==> src/rtl/dcache_write_buffer_pkg.sv <==
// dcache_write_buffer_pkg: DDR command encodings, store entry type and beat formatting helpers
package dcache_write_buffer_pkg;
  localparam logic [2:0] CMD_WRITE = 3'b000;
  localparam logic [2:0] CMD_READ = 3'b001;
  localparam int LINE_OFS_W = 5;
  localparam int BEAT_W = 128;
  localparam int MASK_W = 16;
  typedef struct packed {
    logic [29:0] addr;
    logic [31:0] data;
    logic [3:0] we;
  } entry_t;
  function automatic logic [30:0] pack_addr(input logic [29:0] a);
    return {2'b00, a[29:LINE_OFS_W-2], 2'b00};
  endfunction
  function automatic logic [BEAT_W-1:0] beat_data(input entry_t e, input logic b);
    return (e.addr[2] == b) ? BEAT_W'(e.data) << {e.addr[1:0], 5'd0} : '0;
  endfunction
  function automatic logic [MASK_W-1:0] beat_mask(input entry_t e, input logic b);
    return (e.addr[2] == b) ? ~(MASK_W'(e.we) << {e.addr[1:0], 2'd0}) : '1;
  endfunction
endpackage

==> src/rtl/dcache_write_buffer_if.sv <==
// dcache_write_buffer_if: dcache store/check side and DDR request FIFO side of the write buffer
interface dcache_write_buffer_if #(parameter int CNT_W = 3);
  logic wr_valid;
  logic wr_ready;
  logic [31:0] wr_addr;
  logic [31:0] wr_data;
  logic [3:0] wr_we;
  logic [31:0] chk_addr;
  logic chk_conflict;
  logic empty;
  logic [CNT_W-1:0] count;
  logic af_wr_en;
  logic [2:0] af_cmd_din;
  logic [30:0] af_addr_din;
  logic af_afull;
  logic wdf_wr_en;
  logic [127:0] wdf_data_din;
  logic [15:0] wdf_mask_din;
  logic wdf_afull;
  modport master (
    output wr_valid, wr_addr, wr_data, wr_we, chk_addr, af_afull, wdf_afull,
    input wr_ready, chk_conflict, empty, count, af_wr_en, af_cmd_din, af_addr_din,
    wdf_wr_en, wdf_data_din, wdf_mask_din
  );
  modport slave (
    input wr_valid, wr_addr, wr_data, wr_we, chk_addr, af_afull, wdf_afull,
    output wr_ready, chk_conflict, empty, count, af_wr_en, af_cmd_din, af_addr_din,
    wdf_wr_en, wdf_data_din, wdf_mask_din
  );
endinterface

==> src/rtl/wb_fifo.sv <==
// wb_fifo: store entry queue with per-entry valid bits and a line-address conflict compare
module wb_fifo
  import dcache_write_buffer_pkg::*;
#(
  parameter int DEPTH = 4,
  parameter int CNT_W = 3
) (
  input  logic cpu_clk_g,
  input  logic rst,
  input  logic push,
  input  logic pop,
  input  entry_t din,
  input  logic [26:0] chk_line,
  output entry_t head_entry,
  output logic [CNT_W-1:0] count,
  output logic conflict
);
  localparam int PW = $clog2(DEPTH);
  entry_t mem [DEPTH];
  logic [DEPTH-1:0] valid;
  logic [PW-1:0] head, tail;
  assign head_entry = mem[head];
  // entry payload storage, written at the tail
  always_ff @(posedge cpu_clk_g)
    if (push) mem[tail] <= din;
  // pointers, occupancy and valid bits; pointers wrap naturally at DEPTH
  always_ff @(posedge cpu_clk_g)
    if (rst) begin
      head <= '0;
      tail <= '0;
      count <= '0;
      valid <= '0;
    end else begin
      if (push) tail <= tail + PW'(1);
      if (pop) head <= head + PW'(1);
      count <= count + CNT_W'(push) - CNT_W'(pop);
      valid <= (valid | (push ? DEPTH'(1) << tail : '0)) & ~(pop ? DEPTH'(1) << head : '0);
    end
  // a draining head stays valid until its pop edge, so it still blocks the fill
  always_comb begin
    conflict = 1'b0;
    for (int i = 0; i < DEPTH; i++)
      conflict = conflict | (valid[i] & (mem[i].addr[29:3] == chk_line));
  end
endmodule

==> src/rtl/dcache_write_buffer.sv <==
// dcache_write_buffer: write-through store buffer issuing one masked two-beat DDR burst per store
module dcache_write_buffer
  import dcache_write_buffer_pkg::*;
#(
  parameter int DEPTH = 4,
  parameter int CNT_W = 3
) (
  input logic cpu_clk_g,
  input logic rst,
  dcache_write_buffer_if.slave bus
);
  localparam logic [1:0] IDLE = 2'd0;
  localparam logic [1:0] BEAT0 = 2'd1;
  localparam logic [1:0] BEAT1 = 2'd2;
  logic [1:0] state;
  logic [CNT_W-1:0] count;
  entry_t head;
  logic push, pop, go;
  assign bus.wr_ready = count < CNT_W'(DEPTH);
  assign push = bus.wr_valid & bus.wr_ready & (|bus.wr_we);
  assign pop = state == BEAT1;
  assign go = (state == IDLE) & (count != '0) & ~bus.af_afull & ~bus.wdf_afull;
  assign bus.count = count;
  assign bus.empty = count == '0;
  assign bus.af_cmd_din = CMD_WRITE;
  wb_fifo #(.DEPTH(DEPTH), .CNT_W(CNT_W)) u_fifo (
    .cpu_clk_g(cpu_clk_g),
    .rst(rst),
    .push(push),
    .pop(pop),
    .din('{addr: bus.wr_addr[31:2], data: bus.wr_data, we: bus.wr_we}),
    .chk_line(bus.chk_addr[31:5]),
    .head_entry(head),
    .count(count),
    .conflict(bus.chk_conflict)
  );
  // burst sequencer: outputs are registered alongside the state they belong to
  always_ff @(posedge cpu_clk_g)
    if (rst) begin
      state <= IDLE;
      bus.af_wr_en <= 1'b0;
      bus.wdf_wr_en <= 1'b0;
      bus.af_addr_din <= '0;
      bus.wdf_data_din <= '0;
      bus.wdf_mask_din <= '1;
    end else begin
      state <= go ? BEAT0 : (state == BEAT0) ? BEAT1 : IDLE;
      bus.af_wr_en <= go;
      bus.wdf_wr_en <= go | (state == BEAT0);
      bus.af_addr_din <= pack_addr(head.addr);
      bus.wdf_data_din <= beat_data(head, state == BEAT0);
      bus.wdf_mask_din <= beat_mask(head, state == BEAT0);
    end
endmodule

==> src/flat_wrapper.sv <==
// flat-port wrapper written by rule: the top's interface ports become plain ports
module dcache_write_buffer_flat import dcache_write_buffer_pkg::*;
#(
  parameter int DEPTH = 4,
  parameter int CNT_W = 3
)
  (cpu_clk_g, rst, bus_wr_valid, bus_wr_addr, bus_wr_data, bus_wr_we, bus_chk_addr, bus_af_afull, bus_wdf_afull, bus_wr_ready, bus_chk_conflict, bus_empty, bus_count, bus_af_wr_en, bus_af_cmd_din, bus_af_addr_din, bus_wdf_wr_en, bus_wdf_data_din, bus_wdf_mask_din);
  dcache_write_buffer_if #(.CNT_W(CNT_W)) bus_i ();
  input logic cpu_clk_g;
  input logic rst;
  input wire logic [$bits(bus_i.wr_valid)-1:0] bus_wr_valid;
  input wire logic [$bits(bus_i.wr_addr)-1:0] bus_wr_addr;
  input wire logic [$bits(bus_i.wr_data)-1:0] bus_wr_data;
  input wire logic [$bits(bus_i.wr_we)-1:0] bus_wr_we;
  input wire logic [$bits(bus_i.chk_addr)-1:0] bus_chk_addr;
  input wire logic [$bits(bus_i.af_afull)-1:0] bus_af_afull;
  input wire logic [$bits(bus_i.wdf_afull)-1:0] bus_wdf_afull;
  output wire logic [$bits(bus_i.wr_ready)-1:0] bus_wr_ready;
  output wire logic [$bits(bus_i.chk_conflict)-1:0] bus_chk_conflict;
  output wire logic [$bits(bus_i.empty)-1:0] bus_empty;
  output wire logic [$bits(bus_i.count)-1:0] bus_count;
  output wire logic [$bits(bus_i.af_wr_en)-1:0] bus_af_wr_en;
  output wire logic [$bits(bus_i.af_cmd_din)-1:0] bus_af_cmd_din;
  output wire logic [$bits(bus_i.af_addr_din)-1:0] bus_af_addr_din;
  output wire logic [$bits(bus_i.wdf_wr_en)-1:0] bus_wdf_wr_en;
  output wire logic [$bits(bus_i.wdf_data_din)-1:0] bus_wdf_data_din;
  output wire logic [$bits(bus_i.wdf_mask_din)-1:0] bus_wdf_mask_din;
  assign bus_i.wr_valid = bus_wr_valid;
  assign bus_i.wr_addr = bus_wr_addr;
  assign bus_i.wr_data = bus_wr_data;
  assign bus_i.wr_we = bus_wr_we;
  assign bus_i.chk_addr = bus_chk_addr;
  assign bus_i.af_afull = bus_af_afull;
  assign bus_i.wdf_afull = bus_wdf_afull;
  assign bus_wr_ready = bus_i.wr_ready;
  assign bus_chk_conflict = bus_i.chk_conflict;
  assign bus_empty = bus_i.empty;
  assign bus_count = bus_i.count;
  assign bus_af_wr_en = bus_i.af_wr_en;
  assign bus_af_cmd_din = bus_i.af_cmd_din;
  assign bus_af_addr_din = bus_i.af_addr_din;
  assign bus_wdf_wr_en = bus_i.wdf_wr_en;
  assign bus_wdf_data_din = bus_i.wdf_data_din;
  assign bus_wdf_mask_din = bus_i.wdf_mask_din;
  dcache_write_buffer #(.DEPTH(DEPTH), .CNT_W(CNT_W)) u_core (.cpu_clk_g(cpu_clk_g), .rst(rst), .bus(bus_i));
endmodule
==> config.mk <==
export PLATFORM = sky130hd
export DESIGN_NAME = dcache_write_buffer_flat
export DESIGN_NICKNAME = d
export VERILOG_FILES = /design/src/rtl/dcache_write_buffer_pkg.sv /design/src/rtl/dcache_write_buffer_if.sv /design/src/rtl/wb_fifo.sv /design/src/rtl/dcache_write_buffer.sv /design/src/flat_wrapper.sv
export SDC_FILE = /design/constraint.sdc
export NUM_CORES = 1
export LEC_CHECK = 0
export BUFFER_PORTS_ARGS = -buffer_cell sky130_fd_sc_hd__buf_2
export CAP_MARGIN = 30
export CORE_ASPECT_RATIO = 1.1
export CORE_MARGIN = 2
export CORE_UTILIZATION = 30
export CTS_CLUSTER_SIZE = 12
export DETAILED_ROUTE_END_ITERATION = 12
export GPL_TIMING_DRIVEN = 0
export HOLD_SLACK_MARGIN = 0.03
export MAX_ROUTING_LAYER = met4
export SYNTH_ARGS = -nofsm -noshare
export SYNTH_HDL_FRONTEND = slang
export SYNTH_SLANG_ARGS = --single-unit
==> constraint.sdc <==
create_clock -name cpu_clk_g -period 3 [get_ports cpu_clk_g]
set_input_delay 0.3 -clock cpu_clk_g [delete_from_list [all_inputs] [get_ports cpu_clk_g]]
set_output_delay 0.3 -clock cpu_clk_g [all_outputs]
set_load 0.005 [all_outputs]
# == Word level (Yosys, flattened, before mapping) ==
# Memory sizes are Yosys's and may differ from the RTL's. A register that Yosys moved wholly into a read port is not among the register bits.
# Cells that the tools add are included.
# word_totals
regBits,190
ramBits,264
out_inout_bits,186
mem_count,1
# classes
add_sub_neg,4
magnitude_cmp,1
eq_ne,7
n_shift,4
mux,8
bitwise,20
reduce_logical,6
# memory_table
memory,depth,word_bits,rd,rd_ports_with_merged_regs,write_ports,line_no,rtl
u_core.u_fifo.mem,4,66,5,1,1,wb_fifo.sv:19,entry_t mem [DEPTH];
# ops
cell,n
left shift 32 x 7 -> 128 bit,1
equality test 27 bit,4
NOT 16 bit,1
left shift 4 x 4 -> 16 bit,1
bitwise AND 1 bit,9
2-to-1 mux 4 bit,2
left shift 1 x 2 -> 4 bit (first input constant),2
2-to-1 mux 2 bit,3
adder 2 x 1 -> 2 bit (second input constant),2
bitwise AND 4 bit,1
NOT 4 bit,1
OR 1 bit,4
OR 4 bit,1
OR reduction 2 bit,2
OR reduction 4 bit,1
adder 3 x 1 -> 3 bit,1
logical NOT 3 bit,1
< comparator 3 bit (second input constant),1
2-to-1 mux 1 bit,3
NOT 1 bit,3
nonzero test 3 bit,1
subtractor 3 x 1 -> 3 bit,1
equality test 2 x 1 -> 1 bit (second input constant),1
equality test 2 bit (second input constant),1
2 further kinds,2

# == Logic depth before layout (Yosys ltp) ==
# Gate-level depths: netlist (run 1).
# depth
ltp_word,6
mapped_depth,12
mapped_depth_nobuf,11

# == Cells and area by module ==
# Synthesis (run 1) repeated with hierarchy kept, for this count alone.
# unflattened
cells_unflattened,962
hier_area_um2,16301.9
# by_module_without_submodules
mod,n_inst,cells_per_inst,area_each_um2
wb_fifo,1,558,11384.7
dcache_write_buffer,1,404,4917.2

# == Worst setup path after synthesis (run 1) ==
# OpenSTA, ideal clock, no wires.
# synth_path
path_kind,register to register
from,reg u_core.u_fifo.count[2]
to,"mem u_core.u_fifo.mem[1][0] (netlist name), enable pin"
setup_ps,432
arrival_ps,2391
slack_ps,177
stages_incl_launch_ff,5
cell_sequence,dfxtp_1 -> inv_1 -> and3_1 -> clkbuf_1 -> and2_1
# synth_via
elab_chain_cells,5
# synth_lines
element,line_no,rtl
start: declaration,wb_fifo.sv:15,"output logic [CNT_W-1:0] count,"
start signal: assignment,wb_fifo.sv:36,count <= count + CNT_W'(push) - CNT_W'(pop);
< comparator 3 bit,dcache_write_buffer.sv:19,assign bus.wr_ready = count < CNT_W'(DEPTH);
via bus_wr_ready,flat_wrapper.sv:18,output wire logic [$bits(bus_i.wr_ready)-1:0] bus_wr_ready;
bitwise AND 1 bit (2 in series),dcache_write_buffer.sv:20,assign push = bus.wr_valid & bus.wr_ready & (|bus.wr_we);
2-to-1 mux 1 bit,wb_fifo.sv:25,if (push) mem[tail] <= din;
2-to-1 mux 1 bit (implied by the code),wb_fifo.sv:25,
end: declaration,wb_fifo.sv:19,
# The timed path passes the listed nets, and every way through them passes these cells.

# == Final worst setup path (run 1) ==
# layout_path
from,in bus_wr_we[1]
to,reg u_core.u_fifo.count[2]
# layout_via
elab_chain_cells,4
# layout_lines
element,line_no,rtl
start: declaration,flat_wrapper.sv:14,input wire logic [$bits(bus_i.wr_we)-1:0] bus_wr_we;
OR reduction 4 bit,dcache_write_buffer.sv:20,
bitwise AND 1 bit,dcache_write_buffer.sv:20,
adder 3 x 1 -> 3 bit,wb_fifo.sv:36,
subtractor 3 x 1 -> 3 bit,wb_fifo.sv:36,
# Every way passes these cells.
# A chain may end at the register's enable or synchronous reset.

==> results of run 1 <==
[sequential cells by signal (all words and copies together), names as in the netlist, named ones only]
register / cells
u_core.u_fifo.valid: 4
u_core.u_fifo.tail: 2
u_core.bus.af_addr_din: 27
u_core.bus.wdf_wr_en: 1
u_core.bus.wdf_data_din: 128
u_core.u_fifo.mem: 264
u_core.u_fifo.count: 3
u_core.state: 2
u_core.u_fifo.head: 2
u_core.bus.wdf_mask_din: 16
[metal layers]
layer  up-vias  track usage [%]  share of wire, %
met2       299             27.4                51
met1      4671             17.7                40
met3        76             3.89               6.3
li1       4436                -                 -
met5         -                -                 0
met4         0             4.64               2.7
[kinds of logic after synthesis]
logic type               count (synthesis)  share of synthesized area, %
flip-flops                             451                          72.6
AND/OR/NAND/NOR                        301                          8.36
XOR/XNOR                               113                          6.15
buffers and inverters                   69                          2.26
multiplexers                            68                          9.30
adder cells (fa/ha/maj)                 11                         0.903
AO/OA/AOI/OAI                           11                         0.420
other                                    1                        0.0233
[worst max-delay path, cell delays in order]
cell and delay, ns:
dlygate4sd3_1 0.54, buf_2 0.15, or4_1 0.52, and3_1 0.20
clkbuf_1 0.19, inv_1 0.09, ha_1 0.22, inv_1 0.05
ha_1 0.13, inv_1 0.06, fa_1 0.42, xnor2_1 0.18
xnor2_1 0.14, nor2_1 0.05
[per-stage QoR]
stage | utilization, % | worst slack, ns | total power [mW]
after floorplan | - | 0.177 | 8.52
after detailed placement | 34.5 | 0.211 | 9.42
after CTS | 38.8 | 0.221 | 15.4
final | 38.8 | 0.198 | 15.2
after global routing | 38.8 | 0.0863 | 15.9
after global placement | 34.3 | -1.72 | 9.38
[repair_timing]
action / CTS / global route
resized for setup: 0 / 0
hold buffers: 68 / 0
hold endpoints to repair: 265 / 0
setup buffers: 0 / 0
endpoints found under the setup margin: 0 / 0
[final cells by class]
cell class | instances | area, sq um | area share (%)
timing repair buffer | 338 | 2120 | 10.3
tap | 682 | 853 | 4.12
buffer | 60 | 330 | 1.59
clock inverter | 15 | 159 | 0.767
multi-input combinational | 511 | 4080 | 19.7
inverter | 9 | 33.8 | 0.163
antenna | 11 | 27.5 | 0.133
clock buffer | 74 | 1430 | 6.92
sequential | 451 | 11700 | 56.4
[cells in the mapped netlist]
| cell | n | area (sq um) |
|---|---|---|
| a21oi_1 | 5 | 25.0 |
| and2_1 | 4 | 25.0 |
| and3_1 | 1 | 6.26 |
| buf_1 | 2 | 7.51 |
| buf_2 | 15 | 75.1 |
| buf_4 | 7 | 52.6 |
| buf_6 | 8 | 90.1 |
| clkbuf_1 | 28 | 105 |
| conb_1 | 1 | 3.75 |
| dfxtp_1 | 187 | 3740 |
| edfxtp_1 | 264 | 7930 |
| fa_1 | 1 | 20.0 |
| ha_1 | 10 | 125 |
| inv_1 | 9 | 33.8 |
| mux2_2 | 1 | 11.3 |
| mux2i_1 | 2 | 20.0 |
| mux4_2 | 65 | 1460 |
| nand2_1 | 81 | 304 |
| nand3b_1 | 2 | 15.0 |
| nand4_1 | 21 | 131 |
| nor2_1 | 136 | 510 |
| nor2_2 | 4 | 25.0 |
| nor2b_1 | 30 | 188 |
| nor3_1 | 2 | 10.0 |
| nor3b_1 | 1 | 7.51 |
| nor4_1 | 16 | 100 |
| o21a_1 | 5 | 37.5 |
| o21ai_1 | 1 | 5.00 |
| or2_2 | 1 | 6.26 |
| or4_1 | 2 | 15.0 |
| xnor2_1 | 65 | 569 |
| xor2_1 | 48 | 420 |
[cell usage in the layout (no fill, tap or decap), drive strengths merged, types with 4 or more instances in the layout]
| cell | count |
|---|---|
| a21oi | 5 |
| and2 | 4 |
| buf | 302 |
| clkbuf | 102 |
| clkinv | 8 |
| conb | 7 |
| dfxtp | 187 |
| diode | 11 |
| dlygate4sd3 | 68 |
| edfxtp | 264 |
| ha | 10 |
| inv | 12 |
| mux4 | 65 |
| nand2 | 81 |
| nand4 | 21 |
| nor2 | 140 |
| nor2b | 30 |
| nor4 | 16 |
| o21a | 5 |
| xnor2 | 65 |
| xor2 | 48 |
[worst max path at each step]
stage                                     endpoint  cells after the start
after floorplan            u_core.u_fifo.mem[1][0]                      4
final                       u_core.u_fifo.count[2]                     14
after CTS                         bus_chk_conflict                      6
after global routing        u_core.u_fifo.count[2]                     14
after detailed placement    u_core.u_fifo.count[2]                     13
after global placement    u_core.u_fifo.mem[0][24]                      5
[where the power goes]
group / total, mW / internal (mW) / switching (mW)
sequential: 7.37 / 7.18 / 0.194
combinational: 1.95 / 0.802 / 1.15
clock: 5.90 / 3.48 / 2.42
total: 15.2 / 11.5 / 3.76
==> summary.txt, run 1 <==
Maxcap violations: 0
CTS root buf: clkbuf_16
Die H: 247 um
Clock slew at reported path FFs: 0.06 ns
WS Path Type: in2reg
Cells after DPL: 1983
Initial Util: 30.1%
Total Die Area: 55500 sq um
Setup TNS: 0 ns
Max Slew Vio Count: 0
CP arrival: 3.25 ns
Fmax: 357 MHz
Total number of vias: 9482
Critical Path End Type: flop
Syn_area_per_cell: 15.7 sq um
CTS tree: built
Hold Slack: 0.0941 ns
Least-Margin Pin Slew: 0.965 ns
HPWL after detailed placement: 29200 um
Initial antenna violation count: 9
H-tree depth: 2
Critical-path maximum fanout: 7
WP data required: 3.45 ns
Share of layout cells above drive strength 1: 30.6%
Worst R2R Setup Slack: 0.56 ns
Grt ovf: 0
DP Area: 18400 sq um
Hold Crit Depth: 2
Vias per inst: 4.41
Routability Congestion: 0.835
Clock Skews: 0.0121 ns
Non-Filler Instances: 2151
Number of nets in the layout: 1536
Min-delay src: rst
ANT nets after route: 0
Fillers: 5012
IO Count: 291
R2r endpoint: u_core.bus.wdf_data_din[92]
Setup crit start kind: primary input
CTS Buffer Depth: 3
Max-slew headroom at the worst pin: 35.6%
Outcome: complete, no violations
Routed WL per cell: 19.7 um
Setup-failing EPs final: 0
Sink of the worst hold path: u_core.state[1]
DIE WIDTH: 225 um
Max IR drop VDD: 408 uV
Yosys warnings: 0
Hold Fails Final Rpt: 0
Gr usage total: 15.6%
Post-route cell area: 20700 sq um
FP Rows: 89
Final WL: 42400 um
Register area share after synthesis: 72.6%
Critical path origin: bus_wr_we[1]
Area growth from synthesis to layout: 28.8%
Synth Instances: 1025
Min-delay worst type: in2reg
Final period utilization: 93.4%
Router iterations before antenna repair: 5
Fin crit period: 2.80 ns
Clock Latency Late Sink: 0.58 ns
RSZ-0062 raised after global routing: no
CTS Sinks: 451
First-pass GRT wire length: 61900 um
Post-synth cell types: 32
Remaining DRCs: 0
Number of global-route vias before repair: 9998
Power Density: 735 nW/um^2
Starting DRC count in detailed routing: 546
Mapped cell area: 16100 sq um
Path depth of the worst reg2reg path: 8
Num CTS Buffers: 49
P_leak: 7.76 nW
Synthesized flop and latch total: 451
Largest net degree at the start of global routing: 42
Port Buf Inserts: 265
Placeable Area: 53300 sq um
Power figures use the tool's default switching activity.
==> run 2, diff against run 1 <==
Settings changed: CELL_PAD_IN_SITES_DETAIL_PLACEMENT set to 1, CELL_PAD_IN_SITES_GLOBAL_PLACEMENT set to 2, PLACE_DENSITY_LB_ADDON set to 0.1.
==> summary.txt, run 2 (same netlist as run 1, synthesis figures left out) <==
Critical-path maximum fanout: 7
Setup-failing EPs final: 0
CTS root buf: clkbuf_16
Clock Skews: 0.0177 ns
Largest net degree at the start of global routing: 50
Final period utilization: 90.4%
Routability Congestion: 0.781
IO Count: 291
Power Density: 740 nW/um^2
Max Slew Vio Count: 0
RSZ-0062 raised after global routing: no
Clock Latency Late Sink: 0.58 ns
Final WS setup: 0.289 ns
Hold Slack: 0.0713 ns
Gr usage total: 17.3%
Commonest non-fill, non-tap cell in the layout: buf_2
WS Path Type: in2reg
Min-delay worst type: in2reg
ANT nets after route: 0
Port Buf Inserts: 265
First-pass GRT wire length: 68100 um
Max IR drop VDD: 425 uV
CP arrival: 3.15 ns
Router iterations before antenna repair: 5
P_leak: 7.81 nW
Pwr Total: 15.3 mW
Path depth of the worst reg2reg path: 10
Outcome: complete, no violations
Fmax: 369 MHz
Clock slew at reported path FFs: 0.05 ns
Fin crit period: 2.71 ns
Maxcap violations: 0
Final WL: 46400 um
Hold Fails Final Rpt: 0
R2r endpoint: u_core.u_fifo.count[2]
Initial antenna violation count: 4
FP Rows: 89
Initial Util: 30.1%
Starting DRC count in detailed routing: 317
Most used cell along the critical path: inv_1
Critical Path End Type: flop
HPWL after detailed placement: 32800 um
Total Die Area: 55500 sq um
Number of nets in the layout: 1538
Number of global-route vias before repair: 10400
Post-route cell area: 20700 sq um
CTS tree: built
Critical path origin: bus_wr_we[1]
Most frequent cells in the layout: buf_2, edfxtp_1, dfxtp_1
WP data required: 3.44 ns
Buffer count from post-CTS setup fixing: 0
Total number of vias: 9341
Crit path largest cell delay: 0.54 ns
Hold Crit Depth: 2
Routed WL per cell: 21.6 um
Setup crit start kind: primary input
Fillers: 5529
Largest register FFs: 264
Post-CTS sizing: 0
Worst R2R Setup Slack: 0.67 ns
Remaining DRCs: 0
Slowest-stage cell, CP: dlygate4sd3_1
Max-slew headroom at the worst pin: 38.3%
Crit-path cells: dlygate4sd3_1 -> buf_2 -> or4_1 -> and3_1 -> inv_1 -> ha_1 -> inv_1 -> ha_1 -> inv_1 -> fa_1 -> xnor2_1 -> xnor2_1 -> nor2_1
H-tree depth: 2
Share of layout cells above drive strength 1: 31.1%
CTS Sinks: 451
Largest registers: u_core.u_fifo.mem (264), u_core.bus.wdf_data_din (128), u_core.bus.af_addr_din (27)
CTS Buffer Depth: 3
Least-Margin Pin Slew: 0.926 ns
Biggest register: u_core.u_fifo.mem
Num CTS Buffers: 50
Vias per inst: 4.35
Setup TNS: 0 ns
DP Area: 18400 sq um
Grt ovf: 0
Pre-CTS setup slack: 0.168 ns
Reg2reg start: u_core.state[1]
Area growth from synthesis to layout: 29.0%
Placeable Area: 53300 sq um
CP endpoint: u_core.u_fifo.count[2]
DIE WIDTH: 225 um
Die H: 247 um
run 2: cell types whose count changed in the layout (fill, tap and decap cells not counted), sizes merged:
cell	previous run	this run
diode	11	4
bufinv	2	1
inv	12	10
buf	302	304
clkbuf	102	108
clkinvlp	2	0
run 2: layout make-up:
type | count | area (sq um) | area share [%]
Tap cell | 682 | 853 | 4.11
Antenna cell | 4 | 10.0 | 0.0483
Multi-Input combinational cell | 511 | 4080 | 19.7
Timing Repair Buffer | 340 | 2150 | 10.4
Clock buffer | 81 | 1540 | 7.40
Inverter | 9 | 33.8 | 0.163
Clock inverter | 10 | 81.3 | 0.392
Sequential cell | 451 | 11700 | 56.3
Buffer | 59 | 327 | 1.57
run 2: power by group:
part	total, mW	internal [mW]	switching, mW
clock	6.00	3.56	2.43
combinational	1.97	0.802	1.17
sequential	7.38	7.18	0.198
run 2: worst min-delay path by stage:
stage	from	end	slack, ns
2_1_floorplan	rst	u_core.state[1]	0.38
3_3_place_gp	u_core.u_fifo.valid[3]	u_core.u_fifo.valid[3]	0.46
3_5_place_dp	u_core.u_fifo.valid[1]	u_core.u_fifo.valid[1]	0.46
4_1_cts	rst	u_core.state[1]	0.05
5_1_grt	rst	u_core.state[1]	0.07
6_report	rst	u_core.state[1]	0.07
run 2: stage by stage:
step,cells,utilization (%)
5_1_grt,2147,38.9
3_3_place_gp,1978,34.3
6_report,2147,38.9
4_1_cts,2144,38.9
3_5_place_dp,1985,34.6
2_1_floorplan,1031,-
run 2: what timing repair did:
item	4_1_cts	5_1_grt
hold buffers	68	0
hold endpoints to repair	265	0
setup endpoints to repair	0	1
run 2: layer usage:
layer  track usage, %  wire length, um  vias to the layer above
li1                 -                -                     4428
met1             20.6            19600                     4633
met2             30.3            23900                      216
met3             3.15             2010                       64
met4             4.52              917                        0
met5                -                0                        -
run 2: critical path: cells and delay by family:
kind / cells / cell delay, ns
buffers and inverters: 5 / 0.92
AND/OR/NAND/NOR: 3 / 0.85
adder cells (fa/ha/maj): 3 / 0.76
XOR/XNOR: 2 / 0.32
